$ cat config.mk
export PLATFORM = sky130hd
export DESIGN_NAME = rom_read_arbiter
export DESIGN_NICKNAME = d
export VERILOG_FILES = /design/src/rtl/rom_read_arbiter.sv
export SDC_FILE = /design/constraint.sdc
export NUM_CORES = 1
export LEC_CHECK = 0
export BUFFER_PORTS_ARGS = -buffer_cell sky130_fd_sc_hd__buf_2
export CORE_MARGIN = 5
export CORE_UTILIZATION = 38
export DETAILED_ROUTE_END_ITERATION = 6
export PLACE_DENSITY = 0.85
export SYNTH_ARGS = -nofsm -noshare
export SYNTH_HDL_FRONTEND = slang
export SYNTH_SLANG_ARGS = --single-unit
$ cat constraint.sdc
create_clock -name clock -period 2.9 [get_ports clock]
set_clock_uncertainty 0.15 [all_clocks]
set_input_delay 0.29 -clock clock [delete_from_list [all_inputs] [get_ports clock]]
set_output_delay 0.29 -clock clock [all_outputs]
set_load 0.03 [all_outputs]
$ cat src/rtl/rom_read_arbiter.sv
// rom_read_arbiter: shares one synchronous ROM among NUM_REQ requesters.
// Grants at most one address per clock (round-robin) and tags each returned
// byte back to the requester that asked for it.
//
// Optional feature macro: ROM_ARB_FIXED_PRIO0_EN
//   defined   -> requester 0 has absolute priority; requesters 1..NUM_REQ-1
//                share the remaining slots round-robin (ptr is not advanced
//                by grants to requester 0).
//   undefined -> plain round-robin over all requesters.
//
// Handshake: a requester holds req[i] and its address slot stable until
// ack[i]; the read is taken on the posedge where req[i] & ack[i]. Keeping
// req high gives back-to-back reads. The return path has no backpressure:
// rd_valid[i] is a single-cycle pulse carrying rd_data, in grant order,
// ROM_LATENCY clocks after the ack edge.
module rom_read_arbiter #(
  parameter int NUM_REQ     = 4,
  parameter int ADDR_W      = 16,
  parameter int DATA_W      = 8,
  parameter int ROM_LATENCY = 1
) (
  input  logic                      clock,
  input  logic                      reset_n,
  input  logic [NUM_REQ-1:0]        req,
  input  logic [NUM_REQ*ADDR_W-1:0] req_addr,
  output logic [NUM_REQ-1:0]        ack,
  output logic [NUM_REQ-1:0]        rd_valid,
  output logic [DATA_W-1:0]         rd_data,
  output logic [ADDR_W-1:0]         rom_address,
  input  logic [DATA_W-1:0]         rom_q
);

  localparam int PTR_W = (NUM_REQ > 1) ? $clog2(NUM_REQ) : 1;

  // Round-robin search start; reset to 0.
  logic [PTR_W-1:0]   ptr;
  // Address presented while idle so the ROM input does not toggle.
  logic [ADDR_W-1:0]  last_addr;

  logic [NUM_REQ-1:0] rr_req;
  logic               found;
  logic               rr_gnt;
  logic [PTR_W-1:0]   gnt_idx;
  logic [PTR_W-1:0]   cand;
  logic               grant;
  logic [ADDR_W-1:0]  gnt_addr;

  // Return-path tag pipeline: one valid bit and one one-hot tag per stage.
  logic [ROM_LATENCY-1:0] vld_pipe;
  logic [NUM_REQ-1:0]     tag_pipe [ROM_LATENCY];

  // Pick the winner: optional fixed priority for 0, then first requester at or after ptr.
  always_comb begin
    rr_req  = req;
    found   = 1'b0;
    rr_gnt  = 1'b0;
    gnt_idx = '0;
    cand    = '0;
`ifdef ROM_ARB_FIXED_PRIO0_EN
    rr_req[0] = 1'b0;
    if (req[0]) begin
      found = 1'b1;
    end
`endif
    for (int k = 0; k < NUM_REQ; k++) begin
      cand = PTR_W'((int'(ptr) + k) % NUM_REQ);
      if (!found && rr_req[cand]) begin
        found   = 1'b1;
        rr_gnt  = 1'b1;
        gnt_idx = cand;
      end
    end
  end

  assign grant       = found & reset_n;
  assign ack         = grant ? (NUM_REQ'(1) << gnt_idx) : '0;
  assign gnt_addr    = req_addr[int'(gnt_idx)*ADDR_W +: ADDR_W];
  assign rom_address = grant ? gnt_addr : last_addr;

  // Advance the round-robin pointer past a round-robin winner; remember its address.
  always_ff @(posedge clock) begin
    if (!reset_n) begin
      ptr       <= '0;
      last_addr <= '0;
    end else if (grant) begin
      last_addr <= gnt_addr;
      if (rr_gnt) begin
        ptr <= (gnt_idx == PTR_W'(NUM_REQ - 1)) ? '0 : gnt_idx + 1'b1;
      end
    end
  end

  // Shift the grant tag alongside the ROM's internal latency; reset drops in-flight reads.
  always_ff @(posedge clock) begin
    if (!reset_n) begin
      for (int s = 0; s < ROM_LATENCY; s++) begin
        vld_pipe[s] <= 1'b0;
        tag_pipe[s] <= '0;
      end
    end else begin
      vld_pipe[0] <= grant;
      tag_pipe[0] <= ack;
      for (int s = 1; s < ROM_LATENCY; s++) begin
        vld_pipe[s] <= vld_pipe[s-1];
        tag_pipe[s] <= tag_pipe[s-1];
      end
    end
  end

  assign rd_valid = vld_pipe[ROM_LATENCY-1] ? tag_pipe[ROM_LATENCY-1] : '0;
  assign rd_data  = vld_pipe[ROM_LATENCY-1] ? rom_q : '0;

endmodule

# Word-level counts from Yosys, hierarchy flattened
# Memory sizes are Yosys's and may differ from the RTL's.
# Cells that the tools add are included.
[classes]
n_shift = 2
eq_ne = 1
order_cmp = 4
muxes = 25
bitwise_logic = 1
reduce_logical = 8
n_addsub = 4
[ops]
columns = ["cell", "count"]
rows = [
  ["64-bit by 7-bit variable part select with 16-bit output", 1],
  ["16-bit two-way mux", 1],
  ["2-bit by 3-bit less-than comparator with 1-bit output, second input constant", 4],
  ["4-bit two-way mux", 3],
  ["1-bit two-way mux", 11],
  ["2-bit two-way mux", 5],
  ["1-bit binary-select mux with 2-bit select", 4],
  ["8-bit two-way mux", 1],
  ["2-bit by 1-bit adder with 2-bit output, second input constant", 2],
  ["2-bit adder, second input constant", 2],
  ["4-bit OR reduction", 1],
  ["1-bit by 2-bit left shift with 4-bit output, first input constant", 1],
  ["1-bit logical AND", 3],
  ["1-bit logical NOT", 3],
  ["2-bit == test, second input constant", 1],
  ["2-bit AND reduction", 1],
  ["1-bit AND", 1],
]
[totals]
mem_count = 1
word_cells = 49
output_inout_bits = 32
reg_bits = 19
mem_bits_rw = 4
in_bits = 78
[mem_list]
columns = ["name", "words", "width", "rd", "rd_clocked_by_memory_dff", "wr", "line_no", "source"]
rows = [
  ["tag_pipe", 1, 4, 1, 0, 1, "50", "logic [NUM_REQ-1:0] tag_pipe [ROM_LATENCY];"],
]

# Logic depth before layout (Yosys ltp)
# Gate-level depths: netlist (run 1).
[depth]
word_depth = 15
mapped_depth = 8
depth_no_buf = 6

# Worst setup path after synthesis (run 1)
# Ideal clock, no wire load.
[synth_path]
path_kind = "input to output"
start = "input port req[3]"
end = "output port rom_address[0]"
path_slack_ps = 51
t_arrival_ps = 2409
cell_stages = 8
path_cell_list = "or4_1 buf_2 and2_4 buf_6 and2_4 buf_6 buf_6 a311oi_1"
[synth_via]
elab_chain_cells = 14
word_cells_on_any_way = 25
classes_between = "shift (1); mux (17); bitwise (1); reduce/logical (6)"
[synth_rtl]
columns = ["element", "line_no", "source"]
rows = [
  ["from (decl)", "24", "input logic [NUM_REQ-1:0] req,"],
  ["1-bit binary-select mux with 2-bit select", "67", "if (!found && rr_req[cand]) begin"],
  ["1-bit two-way mux (implied by the code)", "67", ""],
  ["1-bit two-way mux", "67", ""],
  ["1-bit logical NOT", "67", ""],
  ["1-bit logical AND", "67", ""],
  ["1-bit two-way mux", "67", ""],
  ["1-bit logical NOT", "67", ""],
  ["1-bit logical AND", "67", ""],
  ["1-bit two-way mux", "67", ""],
  ["1-bit logical NOT", "67", ""],
  ["1-bit logical AND", "67", ""],
  ["2-bit two-way mux / 1-bit two-way mux (equally long branches)", "67", ""],
  ["64-bit by 7-bit variable part select with 16-bit output / 1-bit AND (equally long branches)", "77, 75", ""],
  ["16-bit two-way mux *", "-", ""],
  ["to (decl)", "29", "output logic [ADDR_W-1:0] rom_address,"],
]
# Every way passes the cells marked *; elsewhere a longest branch is shown, timed or not. The select of a mux whose other input is x is not followed.

# Final worst setup path (run 1)
[layout_path]
start = "register ptr[1]"
end = "output port rom_address[15]"
[layout_via]
elab_chain_cells = 14
word_cells_on_any_way = 28
classes_between = "add/sub (3); shift (1); mux (17); bitwise (1); reduce/logical (6)"
[layout_rtl]
columns = ["element", "line_no", "source"]
rows = [
  ["from (decl)", "36", "logic [PTR_W-1:0] ptr;"],
  ["from (signal assigned)", "88", "ptr <= (gnt_idx == PTR_W'(NUM_REQ - 1)) ? '0 : gnt_idx + 1'b1;"],
  ["parallel branches: the longest is 13 deep, another holds 2-bit by 1-bit adder with 2-bit output", "-", ""],
  ["16-bit two-way mux *", "-", ""],
]
# Mark *: on every way between the ends. The select of a mux whose other input is x is not followed.

==> results of run 1 <==
==> worst max path at each step <==
stage	slack [ns]	endpoint	cells past startpoint	start
floorplan	0.05	rom_address[0]	8	req[3]
global placement	0.31	rom_address[1]	7	req[3]
detailed placement	0.27	rom_address[13]	7	req[3]
CTS	0.03	ack[2]	7	ptr[1]
global route	0.04	rom_address[15]	7	ptr[1]
finish	0.22	rom_address[15]	7	ptr[1]
==> synth_stat cells <==
cell       number
nand2_1        34
a21oi_1         1
inv_2           1
a311oi_1       32
and3_1          8
or4_1           1
dfxtp_1        23
o21ai_0        18
a21boi_0       17
a2bb2oi_1       1
nand3_2         1
nor2_1         18
a211oi_1       16
buf_2           6
and2_4          2
inv_1           3
clkbuf_1        8
a221o_1         1
ha_1            4
and2_1         14
buf_4           1
mux2_2          1
nor2b_1         3
buf_6           5
==> where the power goes <==
group          leakage [nW]  switching (mW)  internal, mW  total, mW
Sequential            0.192          0.0212         0.359      0.380
Clock                0.0228          0.0984        0.0978      0.196
Combinational         0.869           0.369         0.199      0.568
Total                  1.08           0.488         0.656       1.14
==> area by class of cell <==
class / instances / area [um2] / area share [%]
timing repair buffer: 116 / 598 / 26.3
clock buffer: 4 / 45.0 / 1.98
tap: 52 / 65.1 / 2.86
sequential: 23 / 460 / 20.2
inverter: 4 / 15.0 / 0.660
multi-input combinational: 172 / 1090 / 48.0
==> registers in the layout (all words and copies together) (netlist names) <==
register,flops
last_addr,16
ptr,2
tag_pipe,4
vld_pipe,1
==> worst max-delay path, delay by kind of cell (launching register included) <==
| kind | cells | cell delay, ns |
|---|---|---|
| flops | 1 | 0.39 |
| buf+inv | 2 | 0.47 |
| mux | 1 | 0.35 |
| compound gates | 2 | 0.39 |
| simple gates | 2 | 0.38 |
==> kinds of logic (layout without fill, tap and decap cells) <==
family / after synthesis / after routing / share of synthesized area (%)
AO/OA/AOI/OAI: 86 / 86 / 38.0
AND/OR/NAND/NOR: 81 / 81 / 22.9
buffers and inverters: 24 / 124 / 8.22
adder cells (fa/ha/maj): 4 / 4 / 2.96
flip-flops: 23 / 23 / 27.3
multiplexers: 1 / 1 / 0.667
==> per-layer routing <==
| layer | track usage [%] | vias up |
|---|---|---|
| li1 | - | 1026 |
| met1 | 22.1 | 887 |
| met2 | 29.7 | 115 |
| met3 | 5.39 | 6 |
| met4 | 4.37 | 0 |
| met5 | 0 | - |
==> repair_timing <==
item                                    CTS  global route
hold endpoints to repair                  0             0
gates resized for setup                   0             1
endpoints found under the setup margin    0            17
setup buffers                             0             0
==> qor.txt, run 1 <==
status - complete, no violations
CTS tree - done
Data required, critical path - 2.46 ns
Tot Pwr - 1.14 mW
R2R Path Start - ptr[1]
initial core utilization - 39.1%
wl on met1 - 2.29 mm
clk buf depth - 2
GPL Wtd Cong - 0.831
Die ar. - 5880 um2
Top Metal Used - met4
largest net degree at the start of global routing - 33
Final HPWL DP - 4.11 mm
first-pass GRT wire length - 8.94 mm
CP Max Fanout - 11
Critical R2R Capture - tag_pipe[0][2]
max_slew headroom - 74.6%
CP max stage cell - dfxtp_1
port bufs - 109
# clock sinks - 23
WL met3 - 612 um
Final period util - 92.4%
Top Ports - 110
Setup crit start kind - flop
Worst-path clk slew - 0.08 ns
Syn Nets - 301
Inserted Diodes - 0
grt total ovfl - 0
final core occ - 52.6%
Post-Syn Area - 1690 um2
Mapped Avg Cell Area - 7.71 um2
DP Cell Count - 367
GRT Total Usage - 17.7%
Critical Path, Cell by Cell - mux2_2, nand2_1, and2_2, buf_4, a211oi_1, a311oi_1, buf_2
WL final - 5.41 mm
Antenna Violating Nets Remaining - 0
largest area contributor in the netlist - dfxtp_1
fin crit period - 2.68 ns
WL/cell - 14.6 um
Post-Layout Inst Area - 2270 um2
vias per cell - 5.48
most frequent cells in the layout - buf_2, nand2_1, a311oi_1
Ys Warns - 0
HP Class - in2reg
# Max-Cap Violations - 0
CP endpoint kind - output pin
share of layout cells above drive strength 1 - 39.2%
number of CTS-inserted buffers - 3
sequential fraction of the synthesis area - 27.3%
core box area - 4320 um2
Final #Nets - 402
r2r setup slk - 0.88 ns
clk_lat worst skew - 0.26 ns
RSZ-0062 raised after global routing - false
Gate Count Post-Synth - 219
Setup CP Type - reg2out
DR iter-0 viols - 63
Layout Area Growth over Synthesis - 34.7%
Worst Slack Setup Final - 0.219 ns
filler cell count in the final layout - 413
Rows - 24
Final Hold Viols - 0
H-tree levels - 1
Hold Crit Depth - 3
Worst Tran Pin Value - 0.380 ns
Worst Hold Slack - 0.164 ns
R2R cell count - 6
FMAX - 373 MHz
drt pass-1 iters - 4
Placed Area - 2230 um2
# hold bufs at CTS - 0
Worst EP arrival - 2.24 ns
final std cells w/o fill - 371
Area contributors post-synth - dfxtp_1, a311oi_1, a21boi_0
#FFs+latches synth - 23
final setup fails - 0
DR vias - 2034
Die Ht - 76.7 um
Root Buffer - clkbuf_8
pre-CTS WS - 0.269 ns
P_leak - 1.08 nW
Worst Hold Path EP - last_addr[14]
worst stage delay on the critical path - 0.39 ns
commonest non-fill, non-tap cell in the layout - buf_2
P per Cell Area - 503 nW/um2
setup_tns - 0 ns
max-slew violations - 0
top cell type's share of synthesized area - 27.3%
Max rail drop VDD - 0.000224 V
initial antenna violation count - 0
vias in the first global route - 1957
Remaining DRCs - 0
Synth cell types - 24
die width - 76.7 um
WL met2 - 2.45 mm
Hold Crit Start - req_addr[14]
Note: power is estimated with default switching activity, not from simulation.
==> run 2, diff against run 1 <==
- CORE_UTILIZATION: 38 -> 42
- PLACE_DENSITY: 0.85 -> 0.92
==> qor.txt, run 2 (synthesis gave the netlist of run 1 again) <==
first-pass GRT wire length - 8.90 mm (-0.38%)
final setup fails - 0 (unchanged)
Data required, critical path - 2.46 ns (about the same)
Rows - 23 (-4.2%)
vias in the first global route - 2107 (+7.7%)
initial core utilization - 42.8% (+3.8 points)
biggest regs - last_addr: 16 flops, tag_pipe: 4 flops, ptr: 2 flops
clk_lat worst skew - 0.26 ns (about the same)
CP Max Fanout - 13 (+2)
Layout Area Growth over Synthesis - 34.5%
Largest Register - last_addr
R2R Path Start - ptr[1]
Final period util - 91.9% (-0.53 points)
Antenna Violating Nets Remaining - 0 (unchanged)
final core occ - 57.6% (+5.0 points)
max_slew headroom - 74.0% (-0.68 points)
Setup CP Type - reg2out
CP delay by family, top - buffers and inverters
Root Buffer - clkbuf_8
core box area - 3940 um2 (-8.8%)
# hold bufs at CTS - 0 (unchanged)
Final HPWL DP - 4.19 mm (+2.0%)
Die Ht - 73.4 um (-4.2%)
# clock sinks - 23 (unchanged)
FMAX - 375 MHz (+0.58%)
max-slew violations - 0 (unchanged)
max reg flops - 16 (unchanged)
Worst Tran Pin Value - 0.390 ns (+0.0102 ns)
GPL Wtd Cong - 0.873 (+5.0%)
H-tree levels - 1 (unchanged)
commonest non-fill, non-tap cell in the layout - buf_2
status - complete, no violations
Multi-input gate area - 1090 um2 (-0.11%)
r2r setup slk - 0.94 ns (+0.06 ns)
CP max stage cell - dfxtp_1
Hold Crit Start - req_addr[0]
Hold Crit Depth - 3 (unchanged)
setup_tns - 0 ns (unchanged)
R2R cell count - 7 (+1)
worst stage delay on the critical path - 0.40 ns (about the same)
DR iter-0 viols - 110 (+75%)
FF+latch area - 460 um2 (unchanged)
fin crit period - 2.67 ns (-0.0154 ns)
CP Buf/Inv Count - 2 (unchanged)
clk buf depth - 2 (unchanged)
port bufs - 109 (unchanged)
Remaining DRCs - 0 (unchanged)
number of CTS-inserted buffers - 3 (unchanged)
# Max-Cap Violations - 0 (unchanged)
initial antenna violation count - 0 (unchanged)
Worst-path clk slew - 0.08 ns (about the same)
Max rail drop VDD - 0.000207 V (-7.7%)
Inserted Diodes - 0 (unchanged)
CTS tree - done
HP Class - in2reg
Top Ports - 110 (unchanged)
Setup crit start kind - flop
Critical Path, Cell by Cell - mux2_2, nand2_1, and2_1, buf_4, a211oi_1, a311oi_1, buf_2
CP endpoint kind - output pin
largest net degree at the start of global routing - 33 (unchanged)
Post-CTS Setup Bufs - 0 (unchanged)
GRT Total Usage - 20.2% (+2.5 points)
RSZ-0062 raised after global routing - false
grt total ovfl - 0 (unchanged)
die width - 73.4 um (-4.2%)
Worst EP arrival - 2.23 ns (about the same)
Critical R2R Capture - ptr[1]
P_leak - 1.09 nW (+0.19%)
vias per cell - 5.74 (+4.6%)
WL final - 5.52 mm (+2.0%)
Final #Nets - 402 (unchanged)
DR vias - 2117 (+4.1%)
Worst Hold Path EP - last_addr[0]
Final Hold Viols - 0 (unchanged)
Die ar. - 5390 um2 (-8.3%)
most frequent cells in the layout - buf_2, nand2_1, a311oi_1
P per Cell Area - 506 nW/um2 (+0.55%)
share of layout cells above drive strength 1 - 39.2% (unchanged)
filler cell count in the final layout - 370 (-10%)
WL/cell - 15.0 um (+2.6%)
Post-CTS Resized - 0 (unchanged)
drt pass-1 iters - 4 (unchanged)
-- run 2: where the power goes --
part | switching, mW | internal, mW
Combinational | 0.371 | 0.198
Sequential | 0.0206 | 0.359
Clock | 0.105 | 0.0958
Total | 0.496 | 0.653
-- run 2: layout make-up --
cell class	instances	share of cell area, %
multi-input cells	172	48.0
clock inverters	1	0.220
well taps	50	2.75
clock buffers	3	1.82
inverters	4	0.661
flip-flops and latches	23	20.3
repair buffers	116	26.3
-- run 2: worst max path at each step --
stage,depth (start not counted),slack (ns),start,to
after floorplan,8,0.05,req[3],rom_address[0]
after global placement,7,0.31,req[3],rom_address[8]
after detailed placement,7,0.29,req[3],rom_address[4]
after CTS,7,0.27,ptr[1],rom_address[1]
after global routing,7,0.11,req[3],rom_address[8]
final,7,0.23,ptr[1],rom_address[1]
-- run 2: per-layer routing --
layer	vias to the layer above	wire length [um]	GRT usage, %
li1	1026	-	-
met1	955	2150	23.4
met2	122	2600	36.1
met3	14	626	2.74
met4	0	140	9.86
met5	-	0	0
-- run 2: metrics by stage --
step           cells  power, mW  hold WS (ns)  setup WS, ns  cell area [um2]
2_1_floorplan    219      0.786         0.282        0.0510             1690
3_3_place_gp     365      0.939         0.376         0.315             2230
6_report         369       1.15         0.156         0.235             2270
5_1_grt          369       1.22         0.165         0.112             2270
4_1_cts          369       1.15         0.155         0.272             2270
3_5_place_dp     365      0.956         0.385         0.294             2230
-- run 2: worst register-to-register path, stage by stage, from the launching register on --
cell and delay (ns):
dfxtp_1 0.40, mux2_2 0.35, nand2_1 0.09, and2_1 0.22, buf_4 0.22, ha_1 0.25, a21oi_1 0.12, nor2b_1 0.05
